==> src/rtl/alu_pkg.sv <==
// Shared types and defaults for the pipelined ALU with an iterative multiplier.
package alu_pkg;

    localparam int DEF_W       = 8;
    localparam int DEF_CMP_LSB = 3;

    typedef enum logic [3:0] {
        OP_ADD   = 4'd0,
        OP_SUB   = 4'd1,
        OP_XOR   = 4'd2,
        OP_PAR   = 4'd3,
        OP_CMPHI = 4'd4,
        OP_SHL   = 4'd5,
        OP_SHR   = 4'd6,
        OP_PASS  = 4'd7,
        OP_MUL   = 4'd8
    } op_t;

    typedef enum logic [1:0] {
        ST_IDLE = 2'd0,
        ST_MUL  = 2'd1,
        ST_DONE = 2'd2
    } state_t;

endpackage

==> src/rtl/alu_mul_seq.sv <==
// Shift-add multiplier: one multiplier bit per cycle, W cycles after start.
// done marks the final iteration cycle; product already includes that last step.
module alu_mul_seq
    import alu_pkg::*;
#(
    parameter int W = DEF_W
) (
    input  logic         clk,
    input  logic         reset,
    input  logic         start,
    input  logic [W-1:0] a,
    input  logic [W-1:0] b,
    output logic         done,
    output logic [W-1:0] product
);

    localparam int CW = $clog2(W + 1);
    localparam logic [CW-1:0] CNT_INIT = CW'(W);
    localparam logic [CW-1:0] CNT_ONE  = CW'(1);

    logic          active_r;
    logic [CW-1:0] cnt_r;
    logic [W-1:0]  acc_r;
    logic [W-1:0]  mcand_r;
    logic [W-1:0]  mplier_r;
    logic [W-1:0]  step_acc_s;

    assign step_acc_s = acc_r + (mplier_r[0] ? mcand_r : {W{1'b0}});
    assign done       = active_r && (cnt_r == CNT_ONE);
    assign product    = step_acc_s;

    // Operand capture on start, then one partial product per cycle
    always_ff @(posedge clk) begin
        if (reset) begin
            active_r <= 1'b0;
            cnt_r    <= {CW{1'b0}};
            acc_r    <= {W{1'b0}};
            mcand_r  <= {W{1'b0}};
            mplier_r <= {W{1'b0}};
        end else if (start) begin
            active_r <= 1'b1;
            cnt_r    <= CNT_INIT;
            acc_r    <= {W{1'b0}};
            mcand_r  <= a;
            mplier_r <= b;
        end else if (active_r) begin
            acc_r    <= step_acc_s;
            mcand_r  <= {mcand_r[W-2:0], 1'b0};
            mplier_r <= {1'b0, mplier_r[W-1:1]};
            cnt_r    <= cnt_r - CNT_ONE;
            active_r <= (cnt_r != CNT_ONE);
        end
    end

endmodule

==> src/rtl/alu_pipe.sv <==
// Single-stage ALU with valid/ready handshake; MUL runs iteratively and
// blocks new requests while in progress.
module alu_pipe
    import alu_pkg::*;
#(
    parameter int W       = DEF_W,
    parameter int CMP_LSB = DEF_CMP_LSB
) (
    input  logic         clk,
    input  logic         reset,
    input  logic         in_valid,
    output logic         in_ready,
    input  logic [3:0]   in_op,
    input  logic [W-1:0] in_a,
    input  logic [W-1:0] in_b,
    output logic         out_valid,
    input  logic         out_ready,
    output logic [W-1:0] out_result,
    output logic         out_zero,
    output logic         out_eq,
    output logic         out_carry,
    output logic         busy
);

    localparam logic [W-1:0] SHIFT_LIM = W[W-1:0];

    state_t       state_r;
    state_t       state_n;
    logic         accept_s;
    logic         alu_load_s;
    logic         mul_start_s;
    logic         mul_done_s;
    logic         mul_load_s;
    logic         mul_eq_r;
    logic [W-1:0] mul_product_s;
    logic [W-1:0] alu_res_s;
    logic         alu_carry_s;
    logic [W:0]   wide_s;

    assign busy        = (state_r == ST_MUL);
    assign in_ready    = !reset && !busy && (!out_valid || out_ready);
    assign accept_s    = in_valid && in_ready;
    assign mul_start_s = accept_s && (in_op == OP_MUL);
    assign alu_load_s  = accept_s && (in_op != OP_MUL);
    assign mul_load_s  = (state_r == ST_MUL) && mul_done_s;

    alu_mul_seq #(.W(W)) u_mul (
        .clk     (clk),
        .reset   (reset),
        .start   (mul_start_s),
        .a       (in_a),
        .b       (in_b),
        .done    (mul_done_s),
        .product (mul_product_s)
    );

    // FSM state register
    always_ff @(posedge clk) begin
        if (reset) begin
            state_r <= ST_IDLE;
        end else begin
            state_r <= state_n;
        end
    end

    // FSM next state; DONE is the one-cycle "result just delivered" state
    always_comb begin
        state_n = state_r;
        case (state_r)
            ST_IDLE: begin
                if (mul_start_s) state_n = ST_MUL;
                else             state_n = ST_IDLE;
            end
            ST_MUL: begin
                if (mul_done_s) state_n = ST_DONE;
                else            state_n = ST_MUL;
            end
            ST_DONE: begin
                if (mul_start_s) state_n = ST_MUL;
                else             state_n = ST_IDLE;
            end
            default: state_n = ST_IDLE;
        endcase
    end

    // Single-cycle operations feeding the output register
    always_comb begin
        alu_res_s   = in_a;
        alu_carry_s = 1'b0;
        wide_s      = {(W+1){1'b0}};
        case (in_op)
            OP_ADD: begin
                wide_s      = {1'b0, in_a} + {1'b0, in_b};
                alu_res_s   = wide_s[W-1:0];
                alu_carry_s = wide_s[W];
            end
            OP_SUB: begin
                wide_s      = {1'b0, in_a} - {1'b0, in_b};
                alu_res_s   = wide_s[W-1:0];
                alu_carry_s = wide_s[W];
            end
            OP_XOR:   alu_res_s = in_a ^ in_b;
            OP_PAR:   alu_res_s = {{(W-1){1'b0}}, ^in_a};
            OP_CMPHI: alu_res_s = {{(W-1){1'b0}}, (in_a[W-1:CMP_LSB] == in_b[W-1:CMP_LSB])};
            OP_SHL: begin
                if (in_b >= SHIFT_LIM) alu_res_s = {W{1'b0}};
                else                   alu_res_s = in_a << in_b;
            end
            OP_SHR: begin
                if (in_b >= SHIFT_LIM) alu_res_s = {W{1'b0}};
                else                   alu_res_s = in_a >> in_b;
            end
            OP_PASS: alu_res_s = in_a;
            default: alu_res_s = in_a;
        endcase
    end

    // Equality of MUL operands is captured at accept, alongside the operands
    always_ff @(posedge clk) begin
        if (reset) begin
            mul_eq_r <= 1'b0;
        end else if (mul_start_s) begin
            mul_eq_r <= (in_a == in_b);
        end
    end

    // Output register: new result wins, otherwise hold until consumed
    always_ff @(posedge clk) begin
        if (reset) begin
            out_valid  <= 1'b0;
            out_result <= {W{1'b0}};
            out_zero   <= 1'b0;
            out_eq     <= 1'b0;
            out_carry  <= 1'b0;
        end else if (alu_load_s) begin
            out_valid  <= 1'b1;
            out_result <= alu_res_s;
            out_zero   <= (alu_res_s == {W{1'b0}});
            out_eq     <= (in_a == in_b);
            out_carry  <= alu_carry_s;
        end else if (mul_load_s) begin
            out_valid  <= 1'b1;
            out_result <= mul_product_s;
            out_zero   <= (mul_product_s == {W{1'b0}});
            out_eq     <= mul_eq_r;
            out_carry  <= 1'b0;
        end else if (out_ready) begin
            out_valid  <= 1'b0;
        end
    end

endmodule

==> config.mk <==
export PLATFORM = sky130hd
export DESIGN_NAME = alu_pipe
export DESIGN_NICKNAME = d
export VERILOG_FILES = /design/src/rtl/alu_pkg.sv /design/src/rtl/alu_mul_seq.sv /design/src/rtl/alu_pipe.sv
export SDC_FILE = /design/constraint.sdc
export NUM_CORES = 1
export LEC_CHECK = 0
export BUFFER_PORTS_ARGS = -buffer_cell sky130_fd_sc_hd__buf_2
export CAP_MARGIN = 20
export CELL_PAD_IN_SITES_DETAIL_PLACEMENT = 1
export CELL_PAD_IN_SITES_GLOBAL_PLACEMENT = 2
export CORE_UTILIZATION = 36
export CTS_CLUSTER_SIZE = 16
export DETAILED_ROUTE_END_ITERATION = 8
export PLACE_DENSITY_LB_ADDON = 0.1
export SYNTH_ARGS = -nofsm -noshare
export SYNTH_HDL_FRONTEND = slang
export SYNTH_SLANG_ARGS = --single-unit
==> constraint.sdc <==
create_clock -name clk -period 3.3 [get_ports clk]
set_input_delay 0.33 -clock clk [delete_from_list [all_inputs] [get_ports clk]]
set_output_delay 0.33 -clock clk [all_outputs]
set_load 0.005 [all_outputs]
# [Word-level counts from Yosys, hierarchy flattened]
# Index checks and enable logic that the tools add are counted.
[totals] reg_bits=44 elab_cells=83 in_bits=24 out_inout_bits=14
[op_classes] muxes=27 n_addsub=4 shift=2 n_reduce_logical=21 bitwise=1 magnitude_cmp=1 n_eq_ne=14
[op_table] cell="$mux 8" count=9
[op_table] cell="$pmux 8 s7" count=1
[op_table] cell="$logic_not 8->1" count=2
[op_table] cell="$eq 4x3->1 const B" count=3
[op_table] cell="$mux 1" count=12
[op_table] cell="$add 8x8->9" count=1
[op_table] cell="$sub 8x8->9" count=1
[op_table] cell="$add 8x8->8" count=1
[op_table] cell="$eq 4x1->1 const B" count=2
[op_table] cell="$eq 4x2->1 const B" count=2
[op_table] cell="$eq 8x8->1" count=1
[op_table] cell="$ge 8x4->1 const B" count=1
[op_table] cell="$mux 4" count=2
[op_table] cell="$reduce_xor 8->1" count=1
[op_table] cell="$shl 8x8->8" count=1
[op_table] cell="$shr 8x8->8" count=1
[op_table] cell="$xor 8x8->8" count=1
[op_table] cell="$logic_and 1x1->1" count=7
[op_table] cell="$eq 5x5->1" count=1
[op_table] cell="$eq 4x4->1 const B" count=1
[op_table] cell="$logic_not 4->1" count=1
[op_table] cell="$ne 4x1->1 const B" count=1
[op_table] cell="$ne 4x4->1 const B" count=1
[op_table] cell="$pmux 2 s2" count=1
[op_table] cell="11 further kinds" count=15

# [Longest topological paths before layout]
# Gate-level depths: netlist (run 1).
[logic_depth] word_depth=8 mapped_depth=12 depth_no_buf=12

# [Modules after synthesis]
# A second synthesis (run 1) with hierarchy kept.
[unflattened] cells_unflattened=534 area_unflattened_um2=4200.3
[modules_own_cells] module="alu_pipe" area_each_um2=2591.2 cells_per_inst=337 instances=1 seq_area_each_um2=300.3
[modules_own_cells] module="alu_mul_seq" area_each_um2=1609.0 cells_per_inst=197 instances=1 seq_area_each_um2=580.6

# [Worst setup path after synthesis (run 1)]
# Ideal clock, no wire load.
[synth_timing] kind="input to register" startpoint="in in_b[1]" endpoint="reg out_zero" path_buffers=0 t_required_ns=3.178 setup_time_ns=0.122 path_stages=10 t_arrival_ns=2.548 setup_slack_ns=0.630 cell_sequence="clkinv_1 -> ha_1 -> nor2_2 -> a221o_1 -> a221o_1 -> o31a_1 -> nor3b_1 -> o32ai_1 -> and4b_1 -> a221o_1"
[synth_via] elab_chain_cells=5 word_cells_on_any_way=11 cone_classes="add/sub: 2; order compare: 1; shift: 2; mux: 4; bitwise: 1; reduce/logical: 1"
[synth_lines] item="start: declaration" line_no="alu_pipe.sv:15" text="input logic [W-1:0] in_b,"
[synth_lines] item="$ge 8x4->1, or another cell as far along" line_no="alu_pipe.sv:106, alu_pipe.sv:110"
[synth_lines] item="$mux 8, on equally long branches" line_no="alu_pipe.sv:110, alu_pipe.sv:106"
[synth_lines] item="$pmux 8 s7 *" line_no="alu_pipe.sv:91" text="case (in_op)"
[synth_lines] item="$logic_not 8->1 *" line_no="alu_pipe.sv:138" text="out_zero <= (alu_res_s == {W{1'b0}});"
[synth_lines] item="$mux 1 *" line_no="alu_pipe.sv:135" text="end else if (alu_load_s) begin"
[synth_lines] item="end signal: assignment" line_no="alu_pipe.sv:138"
[synth_lines] item="end signal: assignment" line_no="alu_pipe.sv:144" text="out_zero <= (mul_product_s == {W{1'b0}});"
[synth_lines] item="end: declaration" line_no="alu_pipe.sv:19" text="output logic out_zero,"
# Mark *: on every way between the ends. The rest lies on a longest branch, timed or not.
# A chain may end at the register's enable or synchronous reset.

# [Final worst setup path (run 1)]
[layout_timing] startpoint="in in_b[2]" endpoint="reg out_zero"
# Same word-level chain as after synthesis.

==> impl_metrics.tcl, run 1 <==
set metrics [dict create \
    asyncSetResetFlopFracSynth_pct 0 \
    drt_first_iter_violations 141 \
    final_antenna_net_count 0 \
    std_cell_rows 37 \
    place.port_buffers 37 \
    boundaryPins 38 \
    setup_slack_ns 0.586 \
    post-dp-hpwl_um 9390 \
    globalplace.congestion 0.904 \
    postSynthRegisterBits 44 \
    h-tree-depth 2 \
    grt_start_max_net_pins 36 \
    period_minus_slack_ns 2.71 \
    worst_flop_to_flop_path_startpoint "u_mul.mplier_r[0]" \
    mappedNetlistNets 521 \
    clk-insertion-delay-late_ns 0.31 \
    floorplan.die_area_um2 11000 \
    drt_first_pass_iters 4 \
    detail_route.vias_per_cell 5.68 \
    number_of_enable_type_register_cells_in_the_synthesized_netlist 0 \
    setup_repair_after_global_routing_missed_its_margin "false" \
    residual_drc_count 0 \
    grt-ovfl-total 0 \
    worst_skew_ns 0.0130 \
    clock.fmax_mhz 368 \
    finalCritPeriodShare_pct 82.2 \
    cts_tree "done" \
    antenna_cells 0 \
    r2r_setup_slack_ns 0.66 \
    pwr_density_cell_nw_per_um2 318 \
    setup.worst_path.start_class "primary input" \
    p_leak_nw 1.66 \
    first_global_vias 3863 \
    layout_nets 552 \
    clk_path_buf_depth 2 \
    setup_tns_ns 0 \
    final_hold_violation_count 0 \
    postSynthCellCount 469 \
    number_of_clock_buffers_inserted_by_tritoncts 5 \
    crit_path_start "in_b[2]" \
    yosysWarningCount 0 \
    cp_data_required_time_ns 3.50 \
    timing.max_cap.violations 0 \
    standard_cell_core_area_um2 10300 \
    route.final.wire_length_um 12500 \
    flow.area_growth_from_synthesis_pct 12.8 \
    place_ws_ns 0.293 \
    synth_top_flop_cell "dfxtp_1" \
    cts.sink_count 44 \
    max-vdd-ir-drop_mv 0.150 \
    synth_area_um2 3810 \
    vias 3615 \
    synth_top_area_share_pct 23.1 \
    end_kind "register" \
    crit-reg2reg-capture "out_zero" \
    finalSetupViolations 0 \
    cts_root_buf "clkbuf_8" \
    synthesis.area_per_instance_um2 8.12 \
    holdBufCountCts 0 \
    hold_ws_ns 0.305 \
    post-cts-setup-buffers 0 \
    slew-limit-headroom_pct 44.8 \
    critical_path.max_fanout 15 \
    timing_max_transition_violations_final 0 \
    initial_core_util_pct 37.0 \
    synthDominantAreaCellType "dfxtp_1" \
    yosysSeqAreaShare_pct 23.1 \
    post_cts.resized_instances 0 \
    min_path_type "primary input to register" \
    post_route_cells_drive_above_1_share_pct 16.8 \
    total_power_of_the_final_layout_w 0.00137 \
    r2r_cells 12 \
    critPathKind "primary input to register" \
    ys_types 60 \
    grt_first_pass_wirelength_um 20600 \
    post_dr_wirelength_cell_um 19.6 \
    total_grt_usage_pct 23.6 \
    whs_path_depth 3 \
    die_y_um 105 \
    outcome "finished clean" \
    die_width_um 105 \
    cts.reportedPaths.clkPinSlew_ns 0.09 \
    whs_endpoint "out_valid" \
    start_point_of_the_worst_hold_path "out_ready" \
    worst_pin_slew_ns 0.821 \
    antenna_found_initial 0 \
    synth.top_cells.by_area "dfxtp_1 23%, ha_1 8.2%, mux2i_1 7.9%" \
    worst-endpoint-arrival_ns 2.92 \
]
## routing by layer
metal  share of wire [%]  track usage, %  wire length, um  up-vias
met2                  47            39.5             5920       55
met1                  48            31.7             6020     1787
met3                 2.2            2.43              272       13
li1                    -               -                -     1760
met5                   0               0                0        -
met4                 2.1            8.05              266        0
## power by group
part	total, W	internal (W)	switching, W
Sequential	0.000549	0.000541	0.00000744
Combinational	0.000354	0.000147	0.000207
Clock	0.000464	0.000267	0.000197
Total	0.00137	0.000955	0.000412
## layout by cell type (no fill, tap or decap), drive strengths merged, types with 2 or more instances in the layout
cell type	netlist	final
a221o	3	3
xnor2	18	18
nor3b	6	6
or3	2	2
o21a	4	4
fa	3	3
nor3	6	6
a211oi	20	20
a221oi	4	4
ha	25	25
nand3	9	9
or2	4	4
o21ai	27	27
o211ai	4	4
dfxtp	44	44
and2	7	7
a22oi	7	7
nor4b	2	2
o31ai	2	2
xor2	5	5
nand2	31	31
nand3b	4	4
nor2b	13	13
nor2	53	53
a21o	3	3
a22o	3	3
mux4	7	7
and4bb	2	2
a21oi	23	23
clkbuf	20	7
mux2	6	6
nor4	3	3
a2111oi	2	2
o22ai	6	6
buf	13	57
nand4bb	2	2
nand2b	8	8
mux2i	30	30
a31oi	6	6
inv	18	18
## state kept, by name, indices dropped and copies added, names as in the netlist
| name | count |
|---|---|
| out_carry | 1 |
| state_r | 2 |
| u_mul.active_r | 1 |
| u_mul.mplier_r | 8 |
| out_result | 8 |
| out_valid | 1 |
| u_mul.cnt_r | 4 |
| mul_eq_r | 1 |
| out_eq | 1 |
| out_zero | 1 |
| u_mul.acc_r | 8 |
| u_mul.mcand_r | 8 |
## worst max-delay path by stage
stage	cells past startpoint	slack, ns	endpoint
after CTS	12	0.61	out_zero
final	11	0.59	out_zero
after global placement	11	0.38	out_zero
after global routing	10	0.38	out_zero
after floorplan	10	0.63	out_zero
after detailed placement	11	0.29	out_zero
## cell type report
| type | count | area [um2] |
|---|---|---|
| multi-input combinational | 373 | 2710 |
| clock buffer | 7 | 96.3 |
| timing repair buffer | 57 | 335 |
| sequential | 44 | 881 |
| clock inverter | 1 | 30.0 |
| fill | 1290 | 5980 |
| inverter | 19 | 71.3 |
| tap | 136 | 170 |
## Yosys cell counts, types with 3 or more instances
library cell / count
a211oi_1: 20
a21o_1: 3
a21oi_1: 23
a221o_1: 3
a221oi_1: 4
a22o_1: 3
a22oi_1: 7
a31oi_1: 6
and2_1: 7
buf_2: 9
clkbuf_1: 20
dfxtp_1: 44
fa_1: 3
ha_1: 25
inv_1: 18
mux2_2: 6
mux2i_1: 30
mux4_2: 7
nand2_1: 31
nand2b_1: 8
nand3_1: 9
nand3b_1: 4
nor2_1: 52
nor2b_1: 13
nor3_1: 6
nor3b_1: 6
nor4_1: 3
o211ai_1: 4
o21a_1: 4
o21ai_0: 25
o22ai_1: 6
xnor2_1: 18
xor2_1: 5
## worst max-delay path, cell delays in order
cell and delay, ns:
buf_2 0.23, inv_1 0.14, ha_1 0.42, inv_1 0.07
a221o_1 0.36, a221o_1 0.32, o31a_1 0.26, nor3b_1 0.20
o32ai_1 0.11, and4b_1 0.22, a221o_1 0.26
## cells by family (layout without fill, tap and decap cells)
kind of cell               Yosys count  count (layout)  share of synthesized area (%)
AOI/OAI and AO/OA                  123             123                           21.3
xor gates and xnor gates            23              23                           5.29
adders and majority gates           28              28                           9.79
buffers and inverters               52              84                           5.72
DFF                                 44              44                           23.1
muxes                               43              43                           13.8
and+or+nand+nor                    156             156                           20.9
## per-stage QoR
stage | cell area [um2] | instances | util (%)
detailed placement | 4170 | 629 | 40.5
floorplan | 3810 | 469 | -
CTS | 4290 | 637 | 41.8
finish | 4290 | 637 | 41.8
global placement | 4170 | 629 | 40.5
global route | 4290 | 637 | 41.8
(Power assumes the default switching activity.)
==> run 2: changes to the inputs <==
--- a/config.mk
+++ b/config.mk
@@ -9,7 +9,7 @@
 export CAP_MARGIN = 20
 export CELL_PAD_IN_SITES_DETAIL_PLACEMENT = 1
 export CELL_PAD_IN_SITES_GLOBAL_PLACEMENT = 2
-export CORE_UTILIZATION = 36
+export CORE_UTILIZATION = 33
 export CTS_CLUSTER_SIZE = 16
 export DETAILED_ROUTE_END_ITERATION = 8
 export PLACE_DENSITY_LB_ADDON = 0.1
==> constraint.sdc (replaced) <==
create_clock -name clk -period 2.2 [get_ports clk]
set_input_delay 0.22 -clock clk [delete_from_list [all_inputs] [get_ports clk]]
set_output_delay 0.22 -clock clk [all_outputs]
set_load 0.005 [all_outputs]
==> run 2 against run 1 <==
  * The flow now finishes with violations (negative setup slack)
  * Combinational power up 100%
  * Global-route usage is essentially flat
  * Design area is 24% higher
  * First-iteration DRC count increased by 16%
  * Largest cell class unchanged
  * Largest power group is now clock
==> impl_metrics.tcl, run 2 (synthesis results as in run 1) <==
set metrics [dict create \
    critical_path.max_fanout 6 \
    failed_checks "negative setup slack" \
    drt_first_iter_violations 164 \
    holdBufCountCts 0 \
    cts_tree "done" \
    h-tree-depth 2 \
    antenna_found_initial 0 \
    initial_core_util_pct 34.5 \
    total_grt_usage_pct 23.6 \
    die_width_um 109 \
    layout.cells.non_filler 723 \
    placedInstanceArea_um2 4850 \
    boundaryPins 38 \
    cp_data_required_time_ns 2.38 \
    final_core_occ_pct 48.2 \
    finalCritPeriodShare_pct 103 \
    postLayoutCellArea_um2 5320 \
    hold_ws_ns 0.215 \
    cts.reportedPaths.clkPinSlew_ns 0.06 \
    standard_cell_core_area_um2 11000 \
    final_cell_mix "99 x buf_4, 51 x nor2_1, 42 x dfxtp_1" \
    min_path_type "primary input to register" \
    post_dr_wirelength_cell_um 18.5 \
    clock.fmax_mhz 440 \
    post-dp-hpwl_um 10600 \
    cts.sink_count 44 \
    worst-endpoint-arrival_ns 2.45 \
    end_kind "register" \
    setup_repair_after_global_routing_missed_its_margin "true" \
    setup.worst_path.start_class "register" \
    pwr_density_cell_nw_per_um2 493 \
    max-vdd-ir-drop_mv 0.455 \
    antenna_cells 0 \
    residual_drc_count 0 \
    clk-insertion-delay-late_ns 0.29 \
    timing.max_cap.violations 0 \
    number_of_clock_buffers_inserted_by_tritoncts 5 \
    finalSetupViolations 1 \
    vias 3908 \
    setup_slack_ns -0.0722 \
    post_route_cells_drive_above_1_share_pct 36.0 \
    first_global_vias 4156 \
    globalplace.congestion 0.946 \
    route.final.wire_length_um 13400 \
    worst_pin_slew_ns 0.489 \
    layout_nets 634 \
    outcome "complete, but fails checks" \
    grt-ovfl-total 0 \
    floorplan.die_area_um2 12000 \
    mostFrequentLayoutCell "buf_4" \
    period_minus_slack_ns 2.27 \
    final_hold_violation_count 0 \
    flow.area_growth_from_synthesis_pct 39.7 \
    p_leak_nw 2.17 \
    timing_max_transition_violations_final 0 \
    detail_route.vias_per_cell 5.41 \
    slew-limit-headroom_pct 66.5 \
    final_antenna_net_count 0 \
    critPathKind "register to register" \
    grt_start_max_net_pins 36 \
    worst_skew_ns 0.00706 \
    place_ws_ns -0.608 \
    place.port_buffers 37 \
    dpl.cell_count 712 \
    clk_path_buf_depth 2 \
    drt_first_pass_iters 5 \
    std_cell_rows 38 \
    cts_root_buf "clkbuf_16" \
    die_y_um 109 \
    grt_first_pass_wirelength_um 21700 \
]
==> run 2: repair_timing <==
action / in CTS / in global routing
pin swaps: 14 / 16
resized for setup: 34 / 21
endpoints found under the setup margin: 8 / 10
endpoints found under the hold margin: 0 / 0
buffers inserted: 1 / 2
==> run 2: per-stage QoR <==
stage          power (W)  TNS (ns)
6_report         0.00262   -0.0722
5_1_grt          0.00273    -0.462
4_1_cts          0.00262    -0.122
3_5_place_dp     0.00151     -3.26
3_3_place_gp     0.00150     -2.41
2_1_floorplan    0.00120    -0.232
==> run 2: routing by layer <==
layer  wire [um]  vias to the layer above  GRT usage [%]
li1            -                     1924              -
met1        5970                     1891           29.6
met2        6680                       75           42.6
met3         412                       18           2.31
met4         287                        0           7.14
met5           0                        -              0
==> run 2: final timing paths <==
kind / startpoint / endpoint / slack [ns] / depth (start not counted)
max reg2reg: u_mul.mplier_r[0] / out_zero / -0.07 / 10
min reg2reg: out_eq / out_eq / 0.46 / 2
min: out_ready / out_valid / 0.22 / 3
max: u_mul.mplier_r[0] / out_zero / -0.07 / 10
==> run 2: layout make-up <==
type / instances / area [um2]
Fill cell: 1337 / 5710
Sequential cell: 44 / 883
Clock buffer: 5 / 125
Clock inverter: 3 / 90.1
Inverter: 19 / 88.8
Multi-Input combinational cell: 373 / 2930
Timing Repair Buffer: 139 / 1020
Tap cell: 140 / 175
==> run 2: critical path, cell delays in order (launching register included) <==
cell and delay [ns]:
dfxtp_2 0.33, buf_4 0.13, buf_4 0.14, and2_1 0.17, ha_4 0.29, nor2b_2 0.18, nor3_2 0.06, o21bai_1 0.20
a21oi_2 0.10, xnor2_2 0.18, a221o_1 0.37
==> run 2: power by group <==
part | total [W] | internal, W | switching (W)
combinational | 0.000709 | 0.000349 | 0.000360
clock | 0.00109 | 0.000766 | 0.000321
sequential | 0.000824 | 0.000813 | 0.0000112
